### src/rtl/dmem_responder_if.sv
// ----------------------------------------------------------------------------
// dmem_responder_if
// Purpose : Bundles the request and response valid/ready channels between the
//           core's load/store port (master) and the memory responder (slave).
// Signals :
//   req_valid / req_ready        request handshake
//   req_we, req_addr, req_wdata, request payload (store flag, byte address,
//   req_be                       store data, store byte enables)
//   rsp_valid / rsp_ready        response handshake
//   rsp_rdata, rsp_err           response payload (load data, error flag)
// ----------------------------------------------------------------------------
interface dmem_responder_if;
    logic        req_valid;
    logic        req_ready;
    logic        req_we;
    logic [31:0] req_addr;
    logic [31:0] req_wdata;
    logic [3:0]  req_be;
    logic        rsp_valid;
    logic        rsp_ready;
    logic [31:0] rsp_rdata;
    logic        rsp_err;

    modport master (
        output req_valid, req_we, req_addr, req_wdata, req_be, rsp_ready,
        input  req_ready, rsp_valid, rsp_rdata, rsp_err
    );

    modport slave (
        input  req_valid, req_we, req_addr, req_wdata, req_be, rsp_ready,
        output req_ready, rsp_valid, rsp_rdata, rsp_err
    );
endinterface

### src/rtl/dmem_responder.sv
// ----------------------------------------------------------------------------
// dmem_responder
// Purpose : Memory-side responder for a stalling load/store port. Accepts one
//           word request at a time, waits LATENCY cycles, performs the access
//           on an internal word array and returns load data or a store
//           acknowledge, flagging misaligned or out-of-range addresses.
// Params  : DEPTH_WORDS  words in the array (power of two, >= 2)
//           LATENCY      wait cycles between request accept and array access
// Ports   : CLK  clock, rising edge
//           RST  synchronous active-high reset
//           bus  dmem_responder_if.slave request/response channels
// ----------------------------------------------------------------------------
module dmem_responder #(
    parameter int DEPTH_WORDS = 64,
    parameter int LATENCY     = 2
) (
    input  logic             CLK,
    input  logic             RST,
    dmem_responder_if.slave  bus
);

    localparam int IDX_W = $clog2(DEPTH_WORDS);
    localparam int CNT_W = (LATENCY > 1) ? $clog2(LATENCY) : 1;
    localparam logic [CNT_W-1:0] CNT_LOAD = CNT_W'((LATENCY > 0) ? (LATENCY - 1) : 0);

    typedef enum logic [1:0] {
        ST_IDLE = 2'd0,
        ST_WAIT = 2'd1,
        ST_RESP = 2'd2
    } state_e;

    state_e            state_q, state_d;
    logic [CNT_W-1:0]  cnt_q, cnt_d;
    logic              we_q, we_d;
    logic [31:0]       addr_q, addr_d;
    logic [31:0]       wdata_q, wdata_d;
    logic [3:0]        be_q, be_d;
    logic              req_ready_q, req_ready_d;
    logic              rsp_valid_q, rsp_valid_d;
    logic [31:0]       rsp_rdata_q, rsp_rdata_d;
    logic              rsp_err_q, rsp_err_d;

    logic [31:0]       mem_q [DEPTH_WORDS];

    // Access operands: with zero latency the access happens on the accept
    // edge itself, so the live request fields are used in IDLE; otherwise the
    // latched copy is used.
    logic              acc_s;
    logic              acc_we_s;
    logic [31:0]       acc_addr_s;
    logic [31:0]       acc_wdata_s;
    logic [3:0]        acc_be_s;
    logic [IDX_W-1:0]  acc_idx_s;
    logic              acc_err_s;
    logic              wr_en_s;

    // Select access operands and classify the address
    always_comb begin
        if (state_q == ST_IDLE) begin
            acc_we_s    = bus.req_we;
            acc_addr_s  = bus.req_addr;
            acc_wdata_s = bus.req_wdata;
            acc_be_s    = bus.req_be;
        end else begin
            acc_we_s    = we_q;
            acc_addr_s  = addr_q;
            acc_wdata_s = wdata_q;
            acc_be_s    = be_q;
        end
        acc_idx_s = acc_addr_s[2 +: IDX_W];
        // Word address >= DEPTH_WORDS is equivalent to any bit above the index
        // field being set, because DEPTH_WORDS is a power of two.
        acc_err_s = (acc_addr_s[1:0] != 2'b00) || (acc_addr_s[31:2+IDX_W] != '0);
    end

    // Next-state and output logic of the IDLE/WAIT/RESP controller
    always_comb begin
        state_d     = state_q;
        cnt_d       = cnt_q;
        we_d        = we_q;
        addr_d      = addr_q;
        wdata_d     = wdata_q;
        be_d        = be_q;
        rsp_valid_d = rsp_valid_q;
        rsp_rdata_d = rsp_rdata_q;
        rsp_err_d   = rsp_err_q;
        acc_s       = 1'b0;

        case (state_q)
            ST_IDLE: begin
                if (bus.req_valid && req_ready_q) begin
                    we_d    = bus.req_we;
                    addr_d  = bus.req_addr;
                    wdata_d = bus.req_wdata;
                    be_d    = bus.req_be;
                    if (LATENCY == 0) begin
                        acc_s   = 1'b1;
                        state_d = ST_RESP;
                    end else begin
                        cnt_d   = CNT_LOAD;
                        state_d = ST_WAIT;
                    end
                end else begin
                    state_d = ST_IDLE;
                end
            end
            ST_WAIT: begin
                if (cnt_q == '0) begin
                    acc_s   = 1'b1;
                    state_d = ST_RESP;
                end else begin
                    cnt_d = cnt_q - CNT_W'(1);
                end
            end
            ST_RESP: begin
                if (bus.rsp_ready) begin
                    state_d     = ST_IDLE;
                    rsp_valid_d = 1'b0;
                    rsp_rdata_d = 32'h0000_0000;
                    rsp_err_d   = 1'b0;
                end else begin
                    state_d = ST_RESP;
                end
            end
            default: begin
                state_d = ST_IDLE;
            end
        endcase

        if (acc_s) begin
            rsp_valid_d = 1'b1;
            rsp_err_d   = acc_err_s;
            rsp_rdata_d = (!acc_err_s && !acc_we_s) ? mem_q[acc_idx_s] : 32'h0000_0000;
        end else begin
            rsp_valid_d = rsp_valid_d;
        end

        // Ready is registered from the next state so it never depends
        // combinationally on the request inputs.
        req_ready_d = (state_d == ST_IDLE);
    end

    // Gate the array write; reset on the access edge cancels the store
    always_comb begin
        wr_en_s = acc_s && acc_we_s && !acc_err_s && !RST;
    end

    // Controller, request latch and response registers
    always_ff @(posedge CLK) begin
        if (RST) begin
            state_q     <= ST_IDLE;
            cnt_q       <= '0;
            we_q        <= 1'b0;
            addr_q      <= 32'h0000_0000;
            wdata_q     <= 32'h0000_0000;
            be_q        <= 4'h0;
            req_ready_q <= 1'b0;
            rsp_valid_q <= 1'b0;
            rsp_rdata_q <= 32'h0000_0000;
            rsp_err_q   <= 1'b0;
        end else begin
            state_q     <= state_d;
            cnt_q       <= cnt_d;
            we_q        <= we_d;
            addr_q      <= addr_d;
            wdata_q     <= wdata_d;
            be_q        <= be_d;
            req_ready_q <= req_ready_d;
            rsp_valid_q <= rsp_valid_d;
            rsp_rdata_q <= rsp_rdata_d;
            rsp_err_q   <= rsp_err_d;
        end
    end

    // Byte-lane write port; array contents deliberately survive reset
    always_ff @(posedge CLK) begin
        if (wr_en_s) begin
            for (int b = 0; b < 4; b++) begin
                if (acc_be_s[b]) begin
                    mem_q[acc_idx_s][8*b +: 8] <= acc_wdata_s[8*b +: 8];
                end
            end
        end
    end

    assign bus.req_ready = req_ready_q;
    assign bus.rsp_valid = rsp_valid_q;
    assign bus.rsp_rdata = rsp_rdata_q;
    assign bus.rsp_err   = rsp_err_q;

endmodule
### src/flat_wrapper.sv
// flat-port wrapper written by rule: the top's interface ports become plain ports
module dmem_responder_flat 
#(
    parameter int DEPTH_WORDS = 64,
    parameter int LATENCY     = 2
)
  (CLK, RST, bus_req_valid, bus_req_we, bus_req_addr, bus_req_wdata, bus_req_be, bus_rsp_ready, bus_req_ready, bus_rsp_valid, bus_rsp_rdata, bus_rsp_err);
  dmem_responder_if bus_i ();
  input  logic CLK;
  input  logic RST;
  input wire logic [$bits(bus_i.req_valid)-1:0] bus_req_valid;
  input wire logic [$bits(bus_i.req_we)-1:0] bus_req_we;
  input wire logic [$bits(bus_i.req_addr)-1:0] bus_req_addr;
  input wire logic [$bits(bus_i.req_wdata)-1:0] bus_req_wdata;
  input wire logic [$bits(bus_i.req_be)-1:0] bus_req_be;
  input wire logic [$bits(bus_i.rsp_ready)-1:0] bus_rsp_ready;
  output wire logic [$bits(bus_i.req_ready)-1:0] bus_req_ready;
  output wire logic [$bits(bus_i.rsp_valid)-1:0] bus_rsp_valid;
  output wire logic [$bits(bus_i.rsp_rdata)-1:0] bus_rsp_rdata;
  output wire logic [$bits(bus_i.rsp_err)-1:0] bus_rsp_err;
  assign bus_i.req_valid = bus_req_valid;
  assign bus_i.req_we = bus_req_we;
  assign bus_i.req_addr = bus_req_addr;
  assign bus_i.req_wdata = bus_req_wdata;
  assign bus_i.req_be = bus_req_be;
  assign bus_i.rsp_ready = bus_rsp_ready;
  assign bus_req_ready = bus_i.req_ready;
  assign bus_rsp_valid = bus_i.rsp_valid;
  assign bus_rsp_rdata = bus_i.rsp_rdata;
  assign bus_rsp_err = bus_i.rsp_err;
  dmem_responder #(.DEPTH_WORDS(DEPTH_WORDS), .LATENCY(LATENCY)) u_core (.CLK(CLK), .RST(RST), .bus(bus_i));
endmodule
### config.mk
export PLATFORM = sky130hd
export DESIGN_NAME = dmem_responder_flat
export DESIGN_NICKNAME = d
export VERILOG_FILES = /design/src/rtl/dmem_responder_if.sv /design/src/rtl/dmem_responder.sv /design/src/flat_wrapper.sv
export SDC_FILE = /design/constraint.sdc
export NUM_CORES = 2
export LEC_CHECK = 0
export CAP_MARGIN = 10
export CORE_ASPECT_RATIO = 0.8
export CORE_MARGIN = 3
export CORE_UTILIZATION = 43
export DETAILED_ROUTE_END_ITERATION = 8
export DONT_BUFFER_PORTS = 1
export HOLD_SLACK_MARGIN = 0.08
export SLEW_MARGIN = 5
export SYNTH_ARGS = -nofsm -noshare
export SYNTH_HDL_FRONTEND = slang
export SYNTH_SLANG_ARGS = --single-unit
export TNS_END_PERCENT = 30
### constraint.sdc
create_clock -name CLK -period 8 [get_ports CLK]
set_input_delay 1.6 -clock CLK [delete_from_list [all_inputs] [get_ports CLK]]
set_output_delay 1.6 -clock CLK [all_outputs]
set_load 0.03 [all_outputs]
==> flow_summary.toml <==
[status]
outcome = "finished, final reports clean"

[clocking]
htree_levels = 4
cts_buffers = 193
cts_max_path_buffers = 3
cts_tree = "yes"
cts-root-buf = "clkbuf_16"
post_cts_buffers = 0
cts_num_sinks = 2155
clock_latency_ps = 830
cts-resized-gates = 0
cts_hold_buf = 0
clkTransAtPathRegs_ps = 60

[layout]
nets = 5463
synthToLayoutAreaGrowth_pct = 10.7
nFillCells = 15975
drive_above_1_share = 0.0827

[power_and_ir_drop]
power_mw = 23.5
p_leak_nw = 27.5
peakVddDrop_mv = 0.201
p_per_area_nw_per_um2 = 261

[worst_setup_path]
cp_slowest_stage_delay_ps = 590
critPathLaunchType = "flop"
arrival_ps = 5930
cpMaxStageDelayCell = "dfxtp_1"
crit_chain = "or2_2 > buf_4 > o21ai_4 > buf_12 > buf_4 > nand2_1 > a32oi_1 > a21oi_1 > or4_1 > a211oi_1 > a22o_1"
path_class = "reg -> reg"
worstPathMaxFanout = 108
crit_family = "compound AO/OA/AOI/OAI gates"
critPathCaptureType = "flop"
cpMostUsedCell = "buf_4"
required_ps = 8760
crit_buf_inv = 3

[sta]
final.min_clock_period_ps = 5170
fin_skew_ps = 31.4
worst_pin_slew_ps = 1250
hold_violations = 0
fin_ws_ps = 2830
fmax_mhz = 193
maxSlewViolCount = 0
min_period_over_period = 0.646
rsz0062_at_grt = "false"
fin_tns_setup_ps = 0
finalSetupViolCount = 0
slew_headroom = 0.163

[drt]
wl_met1_mm = 104
wire_per_inst_um = 31.4
highest_layer = "met5"
ant_nets = 0
dr_wl_met3_mm = 30.9
wl_met2_mm = 112
vias_per_cell = 6.39
dr_total_vias = 51543
drt_iter0_drc = 7852
dr.pass1.iters = 6
drcViolationCount = 0
wirelength_mm = 253

[synthesis]
yosysWarnings = 0
async_flop_share = 0
ys.flop_type = "edfxtp_1"
synth_area_um2 = 81400
synthesis.instances = 5498
seq_area_frac_synth = 0.782
synth_edf_count = 2048
syn_avg_cell_area_um2 = 14.8
synth_nets = 5571
ys_types = 70
synth_seq_cells = 2155

[place]
gp_congestion = 0.835
pre_cts_slack_ps = 2540
port_buffers = 0
dp_hpwl_mm = 140

[die]
ios = 108
dieArea_um2 = 195000
coreArea_um2 = 188000
rows = 142
fp.dieH_um = 395
dieWidth_um = 493
start_util = 0.434

[hold_path]
hold_class = "reg -> reg"

[grt]
grt_max_degree = 137
antenna_found_initial = 9
grt_overflow_total = 0
grt_pass1_wl_mm = 361
grt_usage = 0.254
grt_pass1_vias = 48980

[flow_run]
cap_viol_max_count = 0
-- layout by cell type, fill, tap and decap left out, types with 95 or more instances in the layout --
| master | synthesis | layout |
|---|---|---|
| nor3_1 | 317 | 316 |
| a32oi_1 | 108 | 107 |
| clkbuf_16 | 0 | 199 |
| nand2_1 | 789 | 750 |
| a21oi_1 | 352 | 352 |
| dfxtp_1 | 107 | 107 |
| o221ai_1 | 95 | 95 |
| nor2_1 | 218 | 215 |
| o22ai_1 | 589 | 589 |
| edfxtp_1 | 2048 | 2048 |
-- stage by stage --
step	hold WS (ps)	util	area (um^2)	instances
2_1_floorplan	436	-	81400	5498
3_3_place_gp	436	0.447	84000	7698
3_5_place_dp	440	0.447	84000	7700
4_1_cts	449	0.479	90000	8053
5_1_grt	465	0.480	90100	8069
6_report	449	0.480	90100	8072
-- worst paths after layout --
path / startpoint / cells past startpoint / slack, ps / to
setup reg to reg: u_core.state_q[1] / 11 / 2830 / u_core.bus.rsp_rdata[6]
hold reg to reg: u_core.wdata_q[19] / 2 / 450 / u_core.wdata_q[19]
setup / recovery: u_core.state_q[1] / 11 / 2830 / u_core.bus.rsp_rdata[6]
hold / removal: u_core.wdata_q[19] / 2 / 450 / u_core.wdata_q[19]
-- registers in the layout, indices dropped and copies added, names as in the netlist, 2 cells and up --
| signal | cells |
|---|---|
| u_core.mem_q | 2048 |
| u_core.addr_q | 32 |
| u_core.bus.rsp_rdata | 32 |
| u_core.wdata_q | 32 |
| u_core.be_q | 4 |
| u_core.state_q | 2 |
-- layout make-up --
| cell class | instances | area, um^2 | share of cell area |
|---|---|---|---|
| timing repair buffer | 114 | 1080 | 0.0120 |
| tap | 2520 | 3150 | 0.0350 |
| sequential | 2155 | 63600 | 0.706 |
| clock buffer | 251 | 5230 | 0.0580 |
| inverter | 3 | 11.3 | 0.000125 |
| clock inverter | 102 | 808 | 0.00897 |
| multi-input combinational | 2923 | 16200 | 0.180 |
| antenna | 4 | 10.0 | 0.000111 |
-- per-layer routing --
metal / vias to the layer above / GRT usage
met4: 2 / 0.0681
met1: 26120 / 0.376
li1: 21510 / -
met3: 417 / 0.0603
met2: 3494 / 0.376
met5: - / 0
-- synth_stat cells (4+ instances only) --
cell	n	area [um^2]
o311ai_0	5	43.8
mux2_2	4	45.0
o2111ai_1	7	61.3
nor2b_1	7	43.8
edfxtp_1	2048	61500
a221oi_1	4	35.0
a32o_1	5	50.1
o22ai_1	589	3680
o211ai_1	11	82.6
buf_2	173	866
and2_1	4	25.0
o32ai_1	8	70.1
nand3_1	49	245
or4_1	5	37.5
o31ai_1	21	158
a2111oi_0	6	52.6
a22oi_2	4	50.1
o21a_1	8	60.1
or3_1	10	62.6
a31oi_1	44	275
buf_6	5	56.3
buf_4	30	225
nand2b_1	4	25.0
a21o_1	5	37.5
a32oi_1	108	946
nand4_1	4	25.0
mux2i_1	17	170
a22o_1	15	131
o221ai_1	95	832
dfxtp_1	107	2140
nor2_1	218	818
nor3_1	317	1590
buf_1	88	330
clkbuf_1	121	454
o22a_1	30	263
nand2_1	789	2960
a21oi_1	352	1760
nor4_1	48	300
o21ai_0	77	385
a211oi_1	10	75.1
-- worst reg2reg max path: cells and delay by family, from the launching register on --
| family | cells | cell delay (ps) |
|---|---|---|
| AND/OR/NAND/NOR | 3 | 1270 |
| flip-flops | 1 | 590 |
| buffers and inverters | 3 | 1490 |
| AO/OA/AOI/OAI | 5 | 1760 |
-- cells by family after synthesis --
kind of cell | synth area share
AO/OA/AOI/OAI | 0.115
buffers and inverters | 0.0239
flip-flops | 0.782
multiplexers | 0.00281
AND/OR/NAND/NOR | 0.0767
-- power by group --
| part | internal, mW | switching [mW] | leakage [nW] |
|---|---|---|---|
| registers | 12.5 | 0.0242 | 19.3 |
| clock network | 4.98 | 4.10 | 2.95 |
| logic | 0.386 | 1.49 | 5.21 |
| total | 17.9 | 5.61 | 27.5 |
No activity file was read; power rests on OpenSTA's default activity.
